[src/rtl/jtag_scan_master.sv]
`default_nettype none
// ============================================================================
// Module      : jtag_scan_master
// Description : Host-side JTAG initiator. Generates TCK/TMS/TDI, walks the
//               TAP through reset, IR-scan or DR-scan sequences and collects
//               TDO into DataOut, one command per Start strobe.
// Revision    : 1.0 - initial release
// ============================================================================
module jtag_scan_master #(
   parameter int MAX_LEN = 32,
   parameter int LEN_W   = 6,
   parameter int DIV     = 2
) (
   input  logic               Clk,
   input  logic               Reset,
   input  logic               Start,
   input  logic [1:0]         Cmd,
   input  logic [LEN_W-1:0]   Length,
   input  logic [MAX_LEN-1:0] DataIn,
   output logic [MAX_LEN-1:0] DataOut,
   output logic               Busy,
   output logic               Done,
   output logic               Error,
   output logic               TCK,
   output logic               TMS,
   output logic               TDI,
   input  logic               TDO
);

   localparam int               IDX_W     = (MAX_LEN > 1) ? $clog2(MAX_LEN) : 1;
   localparam int               HC_W      = $clog2(DIV) + 1;
   localparam logic [HC_W-1:0]  HALF_LAST = HC_W'(DIV - 1);
   localparam logic [LEN_W-1:0] LEN_MAX   = LEN_W'(MAX_LEN);
   localparam logic [LEN_W-1:0] RST_LAST  = LEN_W'(5);
   localparam logic [1:0]       CMD_RESET = 2'b00;
   localparam logic [1:0]       CMD_IR    = 2'b01;
   localparam logic [1:0]       CMD_DR    = 2'b10;

   // Each non-idle state names the TAP state the chain sits in while the
   // current TCK pulse is issued; RST and SHIFT span several pulses.
   typedef enum logic [3:0] {
      IDLE    = 4'd0,
      RST     = 4'd1,
      RTI     = 4'd2,
      SEL_DR  = 4'd3,
      SEL_IR  = 4'd4,
      CAPTURE = 4'd5,
      SHIFT   = 4'd6,
      EXIT1   = 4'd7,
      UPDATE  = 4'd8
   } state_t;

   state_t             state;
   state_t             state_nxt;
   logic [LEN_W-1:0]   bit_cnt;
   logic [LEN_W-1:0]   bit_cnt_nxt;
   logic [HC_W-1:0]    half_cnt;
   logic [MAX_LEN-1:0] data_q;
   logic [LEN_W-1:0]   len_q;
   logic               is_ir;

   logic               len_ok;
   logic               cmd_ok;
   logic               start_ok;
   logic               start_bad;
   logic               half_last;
   logic               pulse_end;
   logic               finish;
   logic               tms_nxt;
   logic               tdi_nxt;
   logic [LEN_W-1:0]   last_bit;

   assign len_ok    = (Length != '0) && (Length <= LEN_MAX);
   assign cmd_ok    = (Cmd == CMD_RESET) || (((Cmd == CMD_IR) || (Cmd == CMD_DR)) && len_ok);
   assign start_ok  = (state == IDLE) && Start && cmd_ok;
   assign start_bad = (state == IDLE) && Start && !cmd_ok;
   assign half_last = (half_cnt == HALF_LAST);
   assign pulse_end = (state != IDLE) && TCK && half_last;
   assign last_bit  = len_q - LEN_W'(1);
   assign Busy      = (state != IDLE);

   // State register and pulse/bit counter; reset abandons any command.
   always_ff @(posedge Clk) begin
      if (Reset) begin
         state   <= IDLE;
         bit_cnt <= '0;
      end else begin
         state   <= state_nxt;
         bit_cnt <= bit_cnt_nxt;
      end
   end

   // Next-state: advance one TAP step at the end of every TCK high phase.
   always_comb begin
      state_nxt   = state;
      bit_cnt_nxt = bit_cnt;
      finish      = 1'b0;
      case (state)
         IDLE: begin
            if (start_ok) begin
               state_nxt   = (Cmd == CMD_RESET) ? RST : RTI;
               bit_cnt_nxt = '0;
            end
         end
         RST: begin
            if (pulse_end) begin
               if (bit_cnt == RST_LAST) begin
                  state_nxt = IDLE;
                  finish    = 1'b1;
               end else begin
                  bit_cnt_nxt = bit_cnt + LEN_W'(1);
               end
            end
         end
         RTI:     if (pulse_end) state_nxt = SEL_DR;
         SEL_DR:  if (pulse_end) state_nxt = is_ir ? SEL_IR : CAPTURE;
         SEL_IR:  if (pulse_end) state_nxt = CAPTURE;
         CAPTURE: begin
            if (pulse_end) begin
               state_nxt   = SHIFT;
               bit_cnt_nxt = '0;
            end
         end
         SHIFT: begin
            if (pulse_end) begin
               if (bit_cnt == last_bit) state_nxt = EXIT1;
               else                     bit_cnt_nxt = bit_cnt + LEN_W'(1);
            end
         end
         EXIT1:   if (pulse_end) state_nxt = UPDATE;
         UPDATE: begin
            if (pulse_end) begin
               state_nxt = IDLE;
               finish    = 1'b1;
            end
         end
         default: state_nxt = IDLE;
      endcase
   end

   // TMS/TDI for the pulse about to start, derived from the step being entered.
   always_comb begin
      tms_nxt = 1'b0;
      tdi_nxt = 1'b0;
      case (state_nxt)
         RST:    tms_nxt = (bit_cnt_nxt < RST_LAST);
         RTI:    tms_nxt = 1'b1;
         SEL_DR: tms_nxt = is_ir;
         SHIFT: begin
            tms_nxt = (bit_cnt_nxt == last_bit);
            tdi_nxt = data_q[bit_cnt_nxt[IDX_W-1:0]];
         end
         EXIT1:  tms_nxt = 1'b1;
         default: ;
      endcase
   end

   // Datapath: command latch, TCK divider, TDO capture and completion flags.
   always_ff @(posedge Clk) begin
      if (Reset) begin
         TCK      <= 1'b0;
         TMS      <= 1'b1;
         TDI      <= 1'b0;
         Done     <= 1'b0;
         Error    <= 1'b0;
         DataOut  <= '0;
         half_cnt <= '0;
         data_q   <= '0;
         len_q    <= '0;
         is_ir    <= 1'b0;
      end else begin
         Done  <= 1'b0;
         Error <= 1'b0;
         if (start_ok) begin
            data_q   <= DataIn;
            len_q    <= Length;
            is_ir    <= (Cmd == CMD_IR);
            DataOut  <= '0;
            TCK      <= 1'b0;
            half_cnt <= '0;
            TMS      <= tms_nxt;
            TDI      <= tdi_nxt;
         end else if (start_bad) begin
            Done  <= 1'b1;
            Error <= 1'b1;
         end else if (state != IDLE) begin
            if (half_last) begin
               half_cnt <= '0;
               TCK      <= ~TCK;
               if (!TCK && (state == SHIFT)) begin
                  DataOut[bit_cnt[IDX_W-1:0]] <= TDO;
               end
               if (TCK) begin
                  TMS  <= tms_nxt;
                  TDI  <= tdi_nxt;
                  Done <= finish;
               end
            end else begin
               half_cnt <= half_cnt + HC_W'(1);
            end
         end
      end
   end

endmodule
`default_nettype wire

[config.mk]
export PLATFORM = sky130hd
export DESIGN_NAME = jtag_scan_master
export DESIGN_NICKNAME = d
export VERILOG_FILES = /design/src/rtl/jtag_scan_master.sv
export SDC_FILE = /design/constraint.sdc
export NUM_CORES = 1
export LEC_CHECK = 0
export CORE_UTILIZATION = 50
export CTS_CLUSTER_SIZE = 20
export DETAILED_ROUTE_END_ITERATION = 6
export DONT_BUFFER_PORTS = 1
export PLACE_DENSITY = 0.68
export RECOVER_POWER = 100
export SLEW_MARGIN = 20
export SYNTH_ARGS = -nofsm -noshare
export SYNTH_HDL_FRONTEND = slang
export SYNTH_SLANG_ARGS = --single-unit
export TNS_END_PERCENT = 10
[constraint.sdc]
create_clock -name Clk -period 3.1 [get_ports Clk]
set_input_delay 0.465 -clock Clk [delete_from_list [all_inputs] [get_ports Clk]]
set_output_delay 0.465 -clock Clk [all_outputs]
set_load 0.01 [all_outputs]
After elaboration in Yosys (flattened, before gate mapping)
Index checks and enable logic that the tools add are counted.
- bits in registers: 88
- input bits: 44
- output and inout bits: 38
- word-level logic and storage cells: 116
- $add $sub $neg: 3
- magnitude comparators: 5
- equal/unequal tests: 20
- mux-type cells: 48
- bitwise gates (word level): 2
- reduce and logical (&&, ||, !) cells: 26
- operator list (cell ; number):
    4-bit two-way mux ; 11
    6-bit two-way mux ; 6
    4-bit one-hot mux with 9 select lines ; 1
    32-bit bitwise mux ; 1
    4-bit by 3-bit equality test with 1-bit output (second input constant) ; 6
    6-bit one-hot mux with 4 select lines ; 1
    1-bit two-way mux ; 22
    4-bit by 2-bit equality test with 1-bit output (second input constant) ; 4
    6-bit equality test ; 2
    5-bit by 6-bit less-than comparator with 1-bit output (second input constant) ; 2
    1-bit logical AND ; 9
    4-bit by 1-bit equality test with 1-bit output (second input constant) ; 2
    4-bit AND reduction ; 2
    6-bit by 1-bit adder with 6-bit output (second input constant) ; 1
    6-bit by 3-bit equality test with 1-bit output (second input constant) ; 1
    6-bit less-or-equal comparator (second input constant) ; 1
    6-bit by 3-bit less-than comparator with 1-bit output (second input constant) ; 1
    2-bit nonzero test ; 3
    6-bit nonzero test ; 1
    6-bit by 1-bit subtractor with 6-bit output (second input constant) ; 1
    1-bit binary-select mux with 5-bit select ; 1
    1-bit demux with 5-bit select ; 1
    5-bit by 1-bit >= comparator with 1-bit output (second input constant) ; 1
    2-bit by 1-bit equality test with 1-bit output (second input constant) ; 2
    other kinds (16) ; 21

Depth between registers and ports, before layout
- depth after elaboration: 15
- gate-level depth with buffers: 13
- depth with buffers taken out: 12

Least setup slack after synthesis
OpenSTA, ideal clock, no wires.
- path kind: input to register
- start: input Cmd[1]
- end: register TDI
- setup time: 0.084 ns
- data arrival time: 2.908 ns
- required time: 3.016 ns
- path slack: 0.108 ns
- cell stages on the path: 13
- buffers on the path: 1
- cells stage by stage: inv_1 -> ha_1 -> nor4bb_1 -> mux2i_1 -> a21o_1 -> buf_2 -> o22a_1 -> or4_4 -> nor2_4 -> nand2_1 -> a2111oi_0 -> nor4_1 -> o31ai_2
- longest elaborated chain between the ends: 15
- elaborated cells between the ends (all ways): 28
- those cells by class: eq/ne: 4; mux: 13; reduce/logical: 11
- RTL lines (what ; RTL line ; source):
    from (decl) ; 17 ; input logic [1:0] Cmd,
    2-bit by 1-bit equality test with 1-bit output or 2-bit equality test (tied branches) ; 74 ; assign cmd_ok = (Cmd == CMD_RESET) || (((Cmd == CMD_IR) || (Cmd == CMD_DR)) && len_ok);
    1-bit logical OR ; 74 ;
    1-bit logical AND ; 74 ;
    1-bit logical OR ; 74 ;
    1-bit logical AND ; 75 ; assign start_ok = (state == IDLE) && Start && cmd_ok;
    6-bit two-way mux ; 100 ; if (start_ok) begin
    6-bit one-hot mux with 4 select lines ; 98 ; case (state)
    1-bit binary-select mux with 5-bit select ; 151 ; tdi_nxt = data_q[bit_cnt_nxt[IDX_W-1:0]];
    1-bit two-way mux (implied by the code) ; 151 ;
    1-bit two-way mux ; 145 ; case (state_nxt)
    1-bit two-way mux ; 193 ; if (TCK) begin
    1-bit two-way mux ; 187 ; if (half_last) begin
    1-bit two-way mux ; 186 ; end else if (state != IDLE) begin
    1-bit two-way mux ; 183 ; end else if (start_bad) begin
    1-bit two-way mux ; 174 ; if (start_ok) begin
    to (signal assigned) ; 182 ; TDI <= tdi_nxt;
    to (signal assigned) ; 195 ; TDI <= tdi_nxt;
    to (decl) ; 26 ; output logic TDI,
Parallel ways exist; a longest one is shown, timed or not. The select of a mux whose other input is x is not followed.
A chain may end at the register's enable or synchronous reset.

Final worst setup path
- start: register len_q[0]
- end: register TDI
- longest elaborated chain between the ends: 13
- elaborated cells between the ends (all ways): 17
- those cells by class: add/sub: 1; eq/ne: 2; mux: 14
- RTL lines (what ; RTL line ; source):
    from (decl) ; 59 ; logic [LEN_W-1:0] len_q;
    from (signal assigned) ; 176 ; len_q <= Length;
    6-bit by 1-bit subtractor with 6-bit output * ; 79 ; assign last_bit = len_q - LEN_W'(1);
    6-bit equality test * ; 126 ; if (bit_cnt == last_bit) state_nxt = EXIT1;
    6-bit two-way mux ; 126 ;
    6-bit two-way mux ; 125 ; if (pulse_end) begin
    6-bit one-hot mux with 4 select lines ; 98 ;
    1-bit binary-select mux with 5-bit select ; 151 ;
    1-bit two-way mux (implied by the code) ; 151 ;
    1-bit two-way mux * ; 145 ;
    1-bit two-way mux ; 193 ;
    1-bit two-way mux ; 187 ;
    1-bit two-way mux ; 186 ;
    1-bit two-way mux ; 183 ;
    1-bit two-way mux * ; 174 ;
Every way passes the cells marked *; elsewhere a longest branch is shown, timed or not. The select of a mux whose other input is x is not followed.

==> flow_summary.ini <==
[die]
core_um2 = 9280
design.die.area_um2 = 10000
ios = 82
die_x_um = 100
die_y_um = 100
std_cell_rows = 35
start_util = 0.517

[run]
max_cap_viol_count = 0

[timing]
finalHoldViolCount = 0
setup_viol = 0
fin_skew_ps = 17.1
fin_crit_ps = 3020
maxSlewViolCount = 0
whs_ps = 155
worst_pin_slew_ps = 907
rsz0062_at_grt = true
max_freq_mhz = 331
relSlewSlack = 0.394
period_share = 0.974

[critical_path]
crit_arrival_ps = 3270
critPathLaunchType = flip-flop
r2r_start = len_q[0]
rr_worst_depth = 11
cp-startpoint = len_q[0]
critical_path_required_ps = 3350
cp-end-kind = flip-flop
critPathMaxFanout = 7
rrSetupSlack_ps = 80
critical_path.endpoint = TDI
r2r_end = TDI
crit_type = reg2reg

[placed_design]
place_congestion = 0.919
hpwlAfterDp_um = 8370
placed_cell_area_um2 = 5060
portBuffers = 0

[logic_synthesis]
synthTopCellsByCount = 159 x nand2_1, 88 x dfxtp_1, 80 x a21oi_1
synthesis.area_um2 = 4800
yosysSeqAreaShare = 0.367
avgSynthCellArea_um2 = 7.70
async_flop_share = 0
synth_area_leaders = dfxtp_1 37%, nand2_1 12%, a21oi_1 8.3%, nand3_1 4.2%, mux2i_1 3.1%
synth_ff_type = dfxtp_1
yosys_warnings = 0
synth.distinct_cells = 72
syn_nets = 675
synth_top_area_cell = dfxtp_1
synthCells = 624
synth.most_common_cell = nand2_1
synth_top_area_frac = 0.367
synth_edf_count = 0
synth-seq-cells = 88

[pwr]
ir_drop_v = 0.000273
switching_share = 0.287
p_sw_uw = 654
power_mw = 2.28
clockPowerShare = 0.328
pwr-share-seq = 0.528
powerDensity_nw_per_um2 = 416
leakage_nw = 1.80
pwr-share-comb = 0.144
internal-power_mw = 1.63

[route]
ant_nets = 0
wl_um = 11900
wl_per_cell_um = 15.5
drc = 0
first_iter_violations = 329
drtPass1Iterations = 5
vias = 4315
viasPerCell = 5.63

[clock_tree]
htreeDepth = 3
cts_sinks = 88
cts_tree = built
clk_pin_slew_ps = 90
clock_latency_ps = 370
numCtsBuffers = 9
root_buffer = clkbuf_8
clockBufferDepth = 2

[grt]
busiest_layer = met2
use_met1 = 0.306
gr-total-overflow = 0
grt_start_max_net_pins = 55
grt_pass1_wl_um = 18600
grt_pass1_vias = 3877
track_usage = 0.234
grtUsageMet3 = 0.0474
grtUsageMet2 = 0.381
antenna_found_initial = 0

[final_layout]
final_util = 0.590
syn_to_final_growth_pct = 14.1
fin_nets = 684
final_area_um2 = 5480
diodes = 0
drive_gt1_frac = 0.170

[min_path]
min_path_type = in2reg

[run_status]
status = completed
[power by group through the flow]
| stage | combinational, mW | clock [mW] | sequential (mW) |
|---|---|---|---|
| floorplan | 0.239 | 0 | 1.22 |
| global placement | 0.291 | 0 | 1.23 |
| detailed placement | 0.298 | 0 | 1.23 |
| CTS | 0.307 | 0.769 | 1.20 |
| global route | 0.361 | 0.813 | 1.21 |
| finish | 0.329 | 0.748 | 1.20 |
[layout make-up]
type                            instances  area [um2]
Sequential cell                        88        1760
Multi-Input combinational cell        478        3010
Timing Repair Buffer                   43         314
Clock inverter                          5        41.3
Clock buffer                           10         138
Tap cell                              129         161
Fill cell                             887        3800
Inverter                               13        48.8
[routing by layer]
layer | up-vias | share of wire
li1 | 2159 | -
met1 | 2003 | 0.45
met2 | 131 | 0.49
met3 | 22 | 0.050
met4 | 0 | 0.020
met5 | - | 0
[worst min-delay path by stage]
stage | from | endpoint | slack, ps | cells after the start
floorplan | data_q[16] | data_q[16] | 430 | 2
global placement | data_q[19] | data_q[19] | 440 | 2
detailed placement | data_q[25] | data_q[25] | 440 | 2
CTS | Reset | bit_cnt[5] | 140 | 1
global route | Reset | data_q[5] | 130 | 1
finish | Reset | data_q[5] | 160 | 1
[logic make-up after synthesis]
logic type                 after synthesis  synth area share
and+or+nand+nor                        297             0.295
AOI/OAI and AO/OA                      138             0.193
DFF                                     88             0.367
buffers and inverters                   58            0.0511
xor gates and xnor gates                21            0.0443
muxes                                   15            0.0313
adders and majority gates                7            0.0182
[worst max-delay path, cell delays in order, from the launching register on]
cell       delay (ps)
dfxtp_1           330
buf_4             150
nor3_4            190
nor3b_4           260
xnor3_2           390
o31ai_4           310
o21ai_4           140
and3_1            230
o32ai_4           290
a2111oi_2         130
nor4_1            390
o31ai_2            80
[layout by cell type, fill, tap and decap left out, types with 3 or more instances in the layout]
cell type,synthesis,routed
a211oi_1,7,6
buf_4,2,35
a21o_1,5,4
xor2_1,4,3
clkbuf_1,30,3
or3_1,3,3
nand2b_1,5,5
dfxtp_1,88,86
and3_1,8,8
and2_1,8,6
xnor2_1,15,14
a21boi_1,4,3
a21boi_2,0,4
and2_4,1,3
a31oi_1,3,3
clkbuf_8,0,10
o21ai_0,3,3
mux2i_1,15,15
ha_1,7,6
nor2b_1,8,7
nand2_1,159,158
nor3b_4,1,3
nor2_1,24,23
a21oi_1,80,78
inv_1,13,12
nor3_1,12,11
nand3_1,40,40
nand4_1,3,3
nor4_1,6,4
a2111oi_2,0,3
[state kept, by name, indices dropped and copies added (netlist names)]
signal and cells:
len_q 6, DataOut 32, is_ir 1, TDI 1, half_cnt 2, TCK 1, state 4, bit_cnt 6
TMS 1, Error 1, data_q 32, Done 1
[timing repair]
item | CTS | global route
pin swaps | 1 | 8
hold buffers | 0 | 0
resized for setup | 4 | 48
buffers inserted | 2 | 2
endpoints found under the setup margin | 2 | 2
gates cloned | 0 | 0
[through the flow]
stage                     cells  setup slack (ps)  TNS [ps]
after floorplan             624               108         0
after global placement      747             -92.3      -108
after detailed placement    747              -188      -349
after CTS                   764              7.71         0
after global routing        766             -54.0     -78.0
final                       766              79.9         0
Note: power is estimated with default switching activity, not from simulation.
